**src/rtl/lcd_write_sequencer.sv**
```systemverilog
// lcd_write_sequencer: paints a 2x16 character frame from a 256-bit ASCII
// string by issuing set-DD-RAM-address and write-data requests to the LCD
// transaction layer, one at a time, each closed by its done pulse.
// Optional handshake watchdog: define LCD_SEQ_TIMEOUT_EN.
module lcd_write_sequencer #(
  parameter int unsigned CHARS_PER_LINE = 16,
  parameter logic [6:0]  LINE1_ADDR     = 7'h00,
  parameter logic [6:0]  LINE2_ADDR     = 7'h40,
  parameter int unsigned TIMEOUT_CYCLES = 1_000_000
) (
  input  logic         clk,
  input  logic         reset,
  input  logic         start,
  input  logic [255:0] ascii_string,
  output logic         busy,
  output logic         done,
  output logic         error,
  output logic         do_set_dd_ram_addr,
  output logic [6:0]   dd_ram_addr,
  input  logic         set_dd_ram_addr_done,
  output logic         do_write_data,
  output logic [7:0]   data_byte,
  input  logic         send_data_done
);

  typedef enum logic [2:0] {
    IDLE,
    SET_ADDR,
    WAIT_ADDR,
    WRITE_CHAR,
    WAIT_CHAR,
    FINISH
  } state_t;

  localparam logic [3:0] LAST_COL = 4'(CHARS_PER_LINE - 1);

  state_t       state, state_next;
  logic [255:0] str_q;
  logic         line_q, line_next;
  logic [3:0]   col_q, col_next;
  logic [7:0]   data_q;
  logic [7:0]   next_char;
  logic         abort;

  // Char k lives at str[255-8k -: 8]; its low bit offset is 8*(31-k), and
  // 31-k equals ~k for a 5-bit index {line, col}.
  assign next_char = str_q[{~{line_next, col_next}, 3'b000} +: 8];

`ifdef LCD_SEQ_TIMEOUT_EN
  // FINISH lands exactly TIMEOUT_CYCLES cycles after the request: the first
  // wait cycle sees count 0, so the abort decision is taken at limit-2.
  localparam logic [19:0] WD_LIMIT = 20'(TIMEOUT_CYCLES - 2);

  logic [19:0] wd_q;
  logic        error_q;
  logic        waiting;

  assign waiting = (state == WAIT_ADDR) || (state == WAIT_CHAR);
  assign abort   = waiting && (wd_q == WD_LIMIT) &&
                   !((state == WAIT_ADDR) && set_dd_ram_addr_done) &&
                   !((state == WAIT_CHAR) && send_data_done);

  // Watchdog: counts cycles spent in a wait state, cleared on any state change
  always_ff @(posedge clk or posedge reset) begin
    if (reset)                    wd_q <= '0;
    else if (state_next != state) wd_q <= '0;
    else if (waiting)             wd_q <= wd_q + 20'd1;
  end

  // Sticky abort flag, cleared by the next accepted start
  always_ff @(posedge clk or posedge reset) begin
    if (reset)                        error_q <= 1'b0;
    else if (state == IDLE && start)  error_q <= 1'b0;
    else if (abort)                   error_q <= 1'b1;
  end

  assign error = error_q;
`else
  assign abort = 1'b0;
  assign error = 1'b0;
`endif

  // State, position counters, latched string and held data byte
  always_ff @(posedge clk or posedge reset) begin
    if (reset) begin
      state  <= IDLE;
      line_q <= 1'b0;
      col_q  <= '0;
      str_q  <= '0;
      data_q <= 8'h20;
    end else begin
      state  <= state_next;
      line_q <= line_next;
      col_q  <= col_next;
      if (state == IDLE && start)
        str_q <= ascii_string;
      if (state_next == WRITE_CHAR && state != WRITE_CHAR)
        data_q <= next_char;
    end
  end

  // Next-state and position update
  always_comb begin
    state_next = state;
    line_next  = line_q;
    col_next   = col_q;
    case (state)
      IDLE: begin
        if (start) begin
          state_next = SET_ADDR;
          line_next  = 1'b0;
          col_next   = '0;
        end
      end
      SET_ADDR:   state_next = WAIT_ADDR;
      WAIT_ADDR:  if (set_dd_ram_addr_done) state_next = WRITE_CHAR;
      WRITE_CHAR: state_next = WAIT_CHAR;
      WAIT_CHAR: begin
        if (send_data_done) begin
          if (col_q < LAST_COL) begin
            col_next   = col_q + 4'd1;
            state_next = WRITE_CHAR;
          end else if (!line_q) begin
            line_next  = 1'b1;
            col_next   = '0;
            state_next = SET_ADDR;
          end else begin
            state_next = FINISH;
          end
        end
      end
      FINISH:  state_next = IDLE;
      default: state_next = IDLE;
    endcase
    if (abort) state_next = FINISH;
  end

  assign busy               = (state == SET_ADDR) || (state == WAIT_ADDR) ||
                              (state == WRITE_CHAR) || (state == WAIT_CHAR);
  assign done               = (state == FINISH);
  assign do_set_dd_ram_addr = (state == SET_ADDR);
  assign do_write_data      = (state == WRITE_CHAR);
  assign dd_ram_addr        = line_q ? LINE2_ADDR : LINE1_ADDR;
  assign data_byte          = data_q;

endmodule

```
**config.mk**
```make
export PLATFORM = sky130hd
export DESIGN_NAME = lcd_write_sequencer
export DESIGN_NICKNAME = d
export VERILOG_FILES = /design/src/rtl/lcd_write_sequencer.sv
export SDC_FILE = /design/constraint.sdc
export NUM_CORES = 1
export LEC_CHECK = 0
export CAP_MARGIN = 20
export CORE_ASPECT_RATIO = 1.2
export CORE_MARGIN = 3
export CORE_UTILIZATION = 45
export DETAILED_ROUTE_END_ITERATION = 8
export GPL_TIMING_DRIVEN = 0
export HOLD_SLACK_MARGIN = 0.05
export PLACE_DENSITY = 0.72
export SETUP_SLACK_MARGIN = 0.3
export SYNTH_ARGS = -nofsm -noshare
export SYNTH_HDL_FRONTEND = slang
export SYNTH_SLANG_ARGS = --single-unit
```
**constraint.sdc**
```tcl
create_clock -name clk -period 16.88 [get_ports clk]
set_input_delay 1.688 -clock clk [delete_from_list [all_inputs] [get_ports clk]]
set_output_delay 1.688 -clock clk [all_outputs]
set_load 0.005 [all_outputs]
```
# ---- Word-level counts from Yosys, hierarchy flattened
# Index checks and enable logic that the tools add are counted.
# Widths: inputs -> output; s select.
dict set report totals {
  wordCells 38
  ff_bits 272
  output_inout_bits 20
  inputBits 261
}
dict set report op_classes {
  n_eq_ne 7
  magnitude_cmp 1
  mux 16
  shifts 1
  addsub 1
  n_reduce_logical 6
  bitwise_logic 1
}
# op count
set op_table {}
lappend op_table {{$shiftx 256x9->8} 1}
lappend op_table {{$mux 4} 4}
lappend op_table {{$mux 3} 5}
lappend op_table {{$pmux 3 s5} 1}
lappend op_table {{$eq 3x2->1 const B} 3}
lappend op_table {{$pmux 4 s2} 1}
lappend op_table {{$mux 7} 1}
lappend op_table {{$eq 3x3->1 const B} 2}
lappend op_table {{$not 5->5} 1}
lappend op_table {{$add 4x1->4 const B} 1}
lappend op_table {{$lt 4x4->1 const B} 1}
lappend op_table {{$eq 3x1->1 const B} 1}
lappend op_table {{$logic_not 3->1} 1}
lappend op_table {{$logic_or 1x1->1} 3}
lappend op_table {{$mux 1} 3}
lappend op_table {{$ne 3x2->1 const B} 1}
lappend op_table {{$logic_and 1x1->1} 2}
lappend op_table {{$pmux 1 s2} 1}

# ---- Logic depth before layout (Yosys ltp)
# Gate-level depths: netlist (run 1).
dict set report logic_depth {
  depth_word 6
  ltp_mapped 13
  mapped_depth_nobuf 9
}

# ---- Worst setup path before layout (run 1)
# No wires, ideal clock.
dict set report synth_timing {
  kind {input to register}
  start {input port send_data_done}
  end {register data_q[0], in the netlist data_byte[0]}
  required_ns 16.740
  path_buffers 4
  arrival_time_ns 3.613
  cell_stages 11
  slack_ns 13.127
  setup_time_ns 0.140
  cell_sequence {nor4bb_1 > buf_2 > a41oi_1 > nand2_1 > buf_4 > buf_4 > buf_6 > mux2i_1 > o32ai_1 > a2111oi_0 > a211oi_1}
}
dict set report synth_between {
  elab_chain_len 4
  word_cells_on_any_way 10
  cone_classes {eq/ne (1); shift (1); mux (6); bitwise (1); reduce/logical (1)}
}
# item line
set synth_lines {}
lappend synth_lines {{from (decl)} 23} ;# input logic send_data_done
lappend synth_lines {{$mux 4, or another cell as far along} 119} ;# if (send_data_done) begin
lappend synth_lines {{$pmux 4 s2, or another cell as far along} 107} ;# case (state)
lappend synth_lines {{$not 5->5 or $eq 3x2->1 (tied branches)} {47, 97}}
lappend synth_lines {{$shiftx 256x9->8 or $logic_and 1x1->1 (tied branches)} {47, 97}}
lappend synth_lines {{to (signal assigned)} 98} ;# data_q <= next_char;
lappend synth_lines {{to (decl)} 41} ;# logic [7:0] data_q;
# Several ways; a longest one is shown, not always the timed one.
# A chain may end at the register's enable or synchronous reset.

# ---- Worst setup path in the final report (run 1)
dict set report layout_timing {
  start {input port start}
  end {register data_q[0], in the netlist data_byte[0]}
}
dict set report layout_between {
  elab_chain_len 4
  word_cells_on_any_way 10
  cone_classes {eq/ne (1); shift (1); mux (6); bitwise (1); reduce/logical (1)}
}
# item line
set layout_lines {}
lappend layout_lines {{from (decl)} 13} ;# input logic start,
lappend layout_lines {{$mux 4, or another cell as far along} 109} ;# if (start) begin
lappend layout_lines {{$pmux 4 s2, or another cell as far along} 107}
lappend layout_lines {{$not 5->5 or $eq 3x2->1 (tied branches)} {47, 97}}
lappend layout_lines {{$shiftx 256x9->8 or $logic_and 1x1->1 (tied branches)} {47, 97}}
# Several ways; a longest one is shown, not always the timed one.

==> run metrics, run 1 <==
outcome finished clean; H-tree depth 1; fillcell total ~2.4k; CTS resizes 0; Via density about 5.2; r2r worst-path depth 8; Worst Hold Class flip-flop to flip-flop; TritonCTS Buffers 28; FP Rows 66; width of the die between 150 and 200 um; Synth Warn # 0; Worst path slowest cell a2111oi_0; Post-Route WL slightly above 40000 um; setup bufs post-CTS 0; initial antenna violation count 0; Pwr Density ~160 nW/um2; clock sink count 272; clock transition at the registers of the reported paths 0.07 ns; initial DRC count just over 900; CP required approximately 17 ns; synthesized area 12600 um2; nets around 2.1k; Most Frequent Cell on Critical Path buf_4; Via Count about 12k; CP max stage delay 1.08 ns; worst r2r dst data_byte[0]$_DFFE_PP0P_; met2 Usage GRT between 40% and 50%; Crit. path cell count 11; Die Y ~190 um; Worst-Margin Slew 1.20 ns; dpl ws 11.36 ns; Final Setup Violations 0; Residual DRC 0; ant diodes 0; Setup TNS 0 ns; layout cell share with drive strength beyond 1 5.82%; final hold violations 0; synthesis-stage register bit count approximately 270; Top delay family on crit path compound AO/OA/AOI/OAI gates; Clock Skew 0.0114 ns; vias in the first global route 11.6k; CTS tree built; GRT met1 Usage between 30% and 40%; Min Clock Period, post-route approximately 5.2 ns; hold buffers post-CTS 0; P_leak roughly 8.4 nW; R2R Setup Slk ~13 ns; largest net degree at the start of global routing between 100 and 150; Critical path destination data_byte[0]$_DFFE_PP0P_; CORE AREA 27400 um2; power consumption ~2.7 mW; grt peak-use layer met2; Avg Synthesized Cell Area 8.39 um2; Finished Layout Cells 2212; first-pass GRT wire length 63600 um; drt wl/cell 18.6 um; CP Max Fanout 10; post-synthesis cell count 1507; CP Capture Type flip-flop; Die ar. around 30000 um2; Worst VDD drop approximately 0.073 mV; worst setup path startpoint start; number of synthesized flops with an enable pin 0; post-route cell area between 15000 and 20000 um2; number of max-cap violations 0; max_slew headroom roughly 18%; final worst slack between 10 and 15 ns; Buf/Inv on CP 4; synth-to-layout area growth 33.4%; dpl hpwl 30800 um; total gr overflow 0; worst skew pair latency 0.56 ns; crit-path cells clkdlybuf4s50_1, nor4b_2, a41oi_1, nand2_1, buf_4, buf_4, buf_6, mux2i_1, o32ai_1, a2111oi_0, a211oi_1; synth unique cells between 50 and 60; top_reg_cell synth dfrtp_1; M3 GR Usage between 3 and 4%; ys async rst share between 90% and 100%; CP Class input pin to flip-flop; Worst Hold Depth 2; Tcrit/Tclk final between 30% and 40%; Inst Count DP roughly 2.2k; Placed Area 15900 um2; Initial Utilization between 40 and 50%; Crit Reg-Reg Startpoint col_q[1]$_DFF_PP0_; fin. max-slew vios 0; Clock Path Buffers 3; Root Driver clkbuf_16; RSZ-0062 raised after global routing false; startpoint types input pin; gr usage total between 20% and 30%; Arr. time, crit path ~5.6 ns; Ports roughly 280; DRT antenna net count 0; GPL Wtd Cong roughly 0.89; Fmax achieved just under 200 MHz; Seq/Total Area, Yosys 53.8%; Pre-antenna DRT Iters 8; I/O Buffers roughly 270
[worst min-delay path by stage]
stage | startpoint | endpoint | slack (ns)
4_1_cts | str_q[251]$_DFFE_PP0P_ | str_q[251]$_DFFE_PP0P_ | 0.47
6_report | str_q[251]$_DFFE_PP0P_ | str_q[251]$_DFFE_PP0P_ | 0.47
3_3_place_gp | str_q[251]$_DFFE_PP0P_ | str_q[251]$_DFFE_PP0P_ | 0.45
3_5_place_dp | str_q[251]$_DFFE_PP0P_ | str_q[251]$_DFFE_PP0P_ | 0.46
2_1_floorplan | str_q[216]$_DFFE_PP0P_ | str_q[216]$_DFFE_PP0P_ | 0.44
5_1_grt | str_q[206]$_DFFE_PP0P_ | str_q[206]$_DFFE_PP0P_ | 0.49
[area by class of cell]
class | instances | area (um2) | share of cell area (%)
repair buffers | 275 | 2790 | 16.5
flip-flops and latches | 272 | 6810 | 40.4
clock buffers | 39 | 792 | 4.69
plain buffers | 102 | 494 | 2.93
inverters | 6 | 32.5 | 0.193
multi-input cells | 1133 | 5340 | 31.7
clock inverters | 11 | 146 | 0.868
well taps | 374 | 468 | 2.77
[routing by layer]
layer	up-vias	share of wire, %
li1	5450	-
met1	5479	42
met2	511	47
met3	87	7.0
met4	0	3.5
met5	-	0
[cell usage after synthesis, types with 2 or more instances]
library cell / n / area (um2)
a2111oi_0: 16 / 140
a211oi_1: 8 / 60.1
a21oi_1: 47 / 235
a21oi_2: 4 / 35.0
a221oi_1: 16 / 140
a22oi_1: 8 / 60.1
and2_1: 26 / 163
and3_1: 2 / 12.5
and3b_1: 2 / 17.5
buf_1: 4 / 15.0
buf_2: 19 / 95.1
buf_4: 13 / 97.6
buf_6: 5 / 56.3
clkbuf_1: 60 / 225
dfrtp_1: 271 / 6780
inv_1: 4 / 15.0
mux2i_1: 48 / 480
mux4_2: 8 / 180
nand2_1: 841 / 3160
nand3_1: 3 / 15.0
nor2_1: 29 / 109
nor2b_1: 3 / 18.8
o21ai_0: 16 / 80.1
o21ai_1: 2 / 10.0
o22ai_1: 8 / 50.1
o32ai_1: 16 / 140
or3_1: 3 / 18.8
[through the flow]
| step | hold slack [ns] | util [%] |
|---|---|---|
| floorplan | 0.437 | - |
| global placement | 0.453 | 57.9 |
| detailed placement | 0.457 | 58.1 |
| CTS | 0.472 | 61.5 |
| global route | 0.489 | 61.5 |
| finish | 0.470 | 61.5 |
[power breakdown]
group	total, mW	leakage, nW	internal (mW)	switching [mW]
Sequential	1.15	3.37	0.965	0.183
Combinational	0.931	4.52	0.371	0.561
Clock	0.633	0.457	0.373	0.260
[sequential cells by signal, summed over array words and instances (netlist names)]
signal / count
data_byte: 8
col_q: 4
str_q: 256
state: 3
line_q: 1
[kinds of logic (layout without fill, tap and decap cells)]
group,Yosys count,in the layout,share of synthesized area [%]
and+or+nand+nor,918,918,28.4
other,1,7,0.0297
AOI/OAI and AO/OA,149,149,8.18
DFF,272,272,53.8
xor gates and xnor gates,1,1,0.0693
adders and majority gates,1,1,0.0989
buffers and inverters,108,433,4.11
muxes,57,57,5.31
[worst reg2reg max path: stages (launching register included)]
cell       delay, ns
dfrtp_1         0.42
ha_1            0.26
and3_1          0.25
or3_1           0.31
a21oi_1         0.81
nor2b_1         0.57
o21ai_1         0.15
a2111oi_0       1.05
a211oi_1        0.10
[cell usage in the layout, fill, tap and decap left out, drive strengths merged, types with 2 or more instances in the layout]
master and n:
a2111oi 16, a211oi 8, a21oi 51, a221oi 16, a22oi 8, and2 26
and3 2, and3b 2, buf 43, bufinv 3, clkbuf 100, clkdlybuf4s50 273
clkinv 7, clkinvlp 2, conb 7, dfrtp 271, inv 5, mux2i 48
mux4 8, nand2 842, nand3 4, nor2 29, nor2b 3, o21ai 18
o22ai 8, o32ai 16, or3 3
(Power assumes the default switching activity.)
==> run 2: changes to the inputs <==
- PLACE_DENSITY: 0.72 -> 0.75
- clock period: 16.88 -> 4.55 ns (I/O delays scaled with it)
==> run 2 against run 1 <==
Effect of this change:
- hold slack got worse by 0.13 ns
- critical endpoint is now data_byte[7]$_DFFE_PP0P_
- critical path depth decreased by 3
- register-to-register slack got worse by 12 ns
- setup slack got worse by 11 ns
- cell area increased by 0.87%
==> run metrics, run 2 (synthesized netlist as in run 1, its figures left out) <==
outcome finished clean; CP required 4.93 ns (-12.33 ns); number of max-cap violations 0 (unchanged); Pwr Density 599 nW/um2 (+270%); dpl hpwl 31400 um (+1.7%); largest register by flop count str_q; Min Clock Period, post-route 4.06 ns; nets 2085 (+0.24%); post-route cell area 17000 um2 (+0.87%); r2r worst-path depth 8 (unchanged); fillcell total 2377 (-2.7%); ant diodes 0 (unchanged); CTS resizes 0 (unchanged); power consumption 10.2 mW (+280%); CORE AREA 27400 um2 (unchanged); most common cell after layout, fill and taps aside nand2_1; Worst-Margin Slew 1.17 ns (-0.0340 ns); CP Max Fanout 10 (unchanged); max_slew headroom 20.2% (+2.3 points); hold buffers post-CTS 0 (unchanged); setup bufs post-CTS 0 (unchanged); Setup TNS 0 ns (unchanged); CP Class flip-flop to flip-flop; Residual DRC 0 (unchanged); vias in the first global route 11.7k (+0.80%); largest net degree at the start of global routing 44 (-67%); worst skew pair latency 0.55 ns (about the same); internal power 6.46 mW (+280%); Clk pwr share 24.3% (+1.0 points); clock sink count 272 (unchanged); RSZ-0062 raised after global routing false; width of the die 159 um (unchanged); crit-path cells ha_1, and3_1, or3_1, a21oi_1, nor2b_1, o21ai_1, a2111oi_0, a211oi_1; Placed Area 16000 um2 (+0.51%); Via Count 11.6k (+0.87%); CP Capture Type flip-flop; Clock Skew 0.00858 ns (-0.00279 ns); FP Rows 66 (unchanged); Ports 281 (unchanged); Switching Share 36.6% (-0.37 points); TritonCTS Buffers 28 (unchanged); sequential share of power 41.8% (-0.5 points); Root Driver clkbuf_16; H-tree depth 1 (unchanged); Worst VDD drop 0.332 mV (+360%); Worst Hold Class input pin to async pin; Initial Utilization 46.1% (unchanged); Post-Route WL 41300 um (+0.22%); startpoint types flip-flop; DRT antenna net count 0 (unchanged); gr usage total 26.7% (about the same); P_leak 8.42 nW (+0.87%); Crit Reg-Reg Startpoint col_q[0]$_DFF_PP0_; CP max stage delay 1.02 ns (-0.06 ns); first-pass GRT wire length 63700 um (about the same); Fmax achieved around 250 MHz; switching pwr 3.74 mW (+270%); Final Setup Violations 0 (unchanged); most frequent cells in the layout nand2_1, clkdlybuf4s50_1, dfrtp_1; R2R Setup Slk 0.49 ns (-12.27 ns); I/O Buffers 273 (unchanged); Via density 5.24 (+0.59%); CTS tree built; Clock Path Buffers 3 (unchanged); initial antenna violation count 0 (unchanged); total gr overflow 0 (unchanged); Pre-antenna DRT Iters 5 (-3); synth-to-layout area growth 34.6%; Die Y 190 um (unchanged); Die ar. 30200 um2 (unchanged); clock transition at the registers of the reported paths 0.06 ns (about the same); Tcrit/Tclk final 89.2%; drt wl/cell 18.6 um (about the same); layout cell share with drive strength beyond 1 6.29% (+0.47 points); Worst path slowest cell a2111oi_0; Largest register FFs 256 (unchanged); fin. max-slew vios 0 (unchanged); final hold violations 0 (unchanged); worst setup path startpoint col_q[0]$_DFF_PP0_; Arr. time, crit path 4.43 ns (-1.12 ns); worst r2r dst data_byte[7]$_DFFE_PP0P_; Gate power share 33.9% (-0.4 points); initial DRC count 915 (-1.3%); GPL Wtd Cong 0.896 (+0.49%)
[run 2: power groups by stage]
stage	logic, mW	clock network (mW)	registers [mW]
floorplan	2.24	0	4.04
global placement	3.27	0	4.23
detailed placement	3.41	0	4.26
CTS	3.44	2.51	4.24
global route	3.88	2.62	4.37
finish	3.46	2.48	4.26
[run 2: how the worst max path moves through the flow]
stage / endpoint / slack [ns] / cells after the start
after detailed placement: data_byte[0]$_DFFE_PP0P_ / 0.20 / 11
after global routing: data_byte[7]$_DFFE_PP0P_ / 0.42 / 11
after global placement: str_q[161]$_DFFE_PP0P_ / -1.35 / 2
after CTS: data_byte[0]$_DFFE_PP0P_ / 0.58 / 8
final: data_byte[7]$_DFFE_PP0P_ / 0.49 / 8
after floorplan: col_q[0]$_DFF_PP0_ / 0.50 / 1
[run 2: routing by layer]
metal  vias up  global-route usage, %  part of all wire (%)
met3       103                   6.10                   8.6
met4         0                   10.7                   4.1
met1      5540                   34.8                    40
met5         -                      0                     0
met2       523                   43.7                    47
li1       5461                      -                     -
[run 2: metrics by stage]
stage | utilization [%] | std cells | setup slack, ns | hold slack, ns
5_1_grt | 62.1 | 2218 | 0.424 | 0.395
2_1_floorplan | - | 1513 | 0.500 | 0.437
3_5_place_dp | 58.4 | 2167 | 0.200 | 0.457
3_3_place_gp | 57.9 | 2160 | -1.35 | 0.455
4_1_cts | 62.1 | 2218 | 0.577 | 0.346
6_report | 62.1 | 2218 | 0.492 | 0.338
[run 2: area by class of cell]
class                      count  area, um2  share of cell area, %
buffer                       102        494                   2.90
clock buffer                  39        833                   4.90
clock inverter                12        170                   1.00
inverter                       6       28.8                  0.169
multi-input combinational   1133       5340                   31.4
sequential                   272       6810                   40.0
tap                          374        468                   2.75
timing repair buffer         280       2870                   16.9
[run 2: critical path: cells and delay by family (launching register included)]
family | cells | cell delay (ns)
AND/OR/NAND/NOR | 3 | 1.12
AO/OA/AOI/OAI | 4 | 2.07
flip-flops | 1 | 0.41
adder cells (fa/ha/maj) | 1 | 0.27
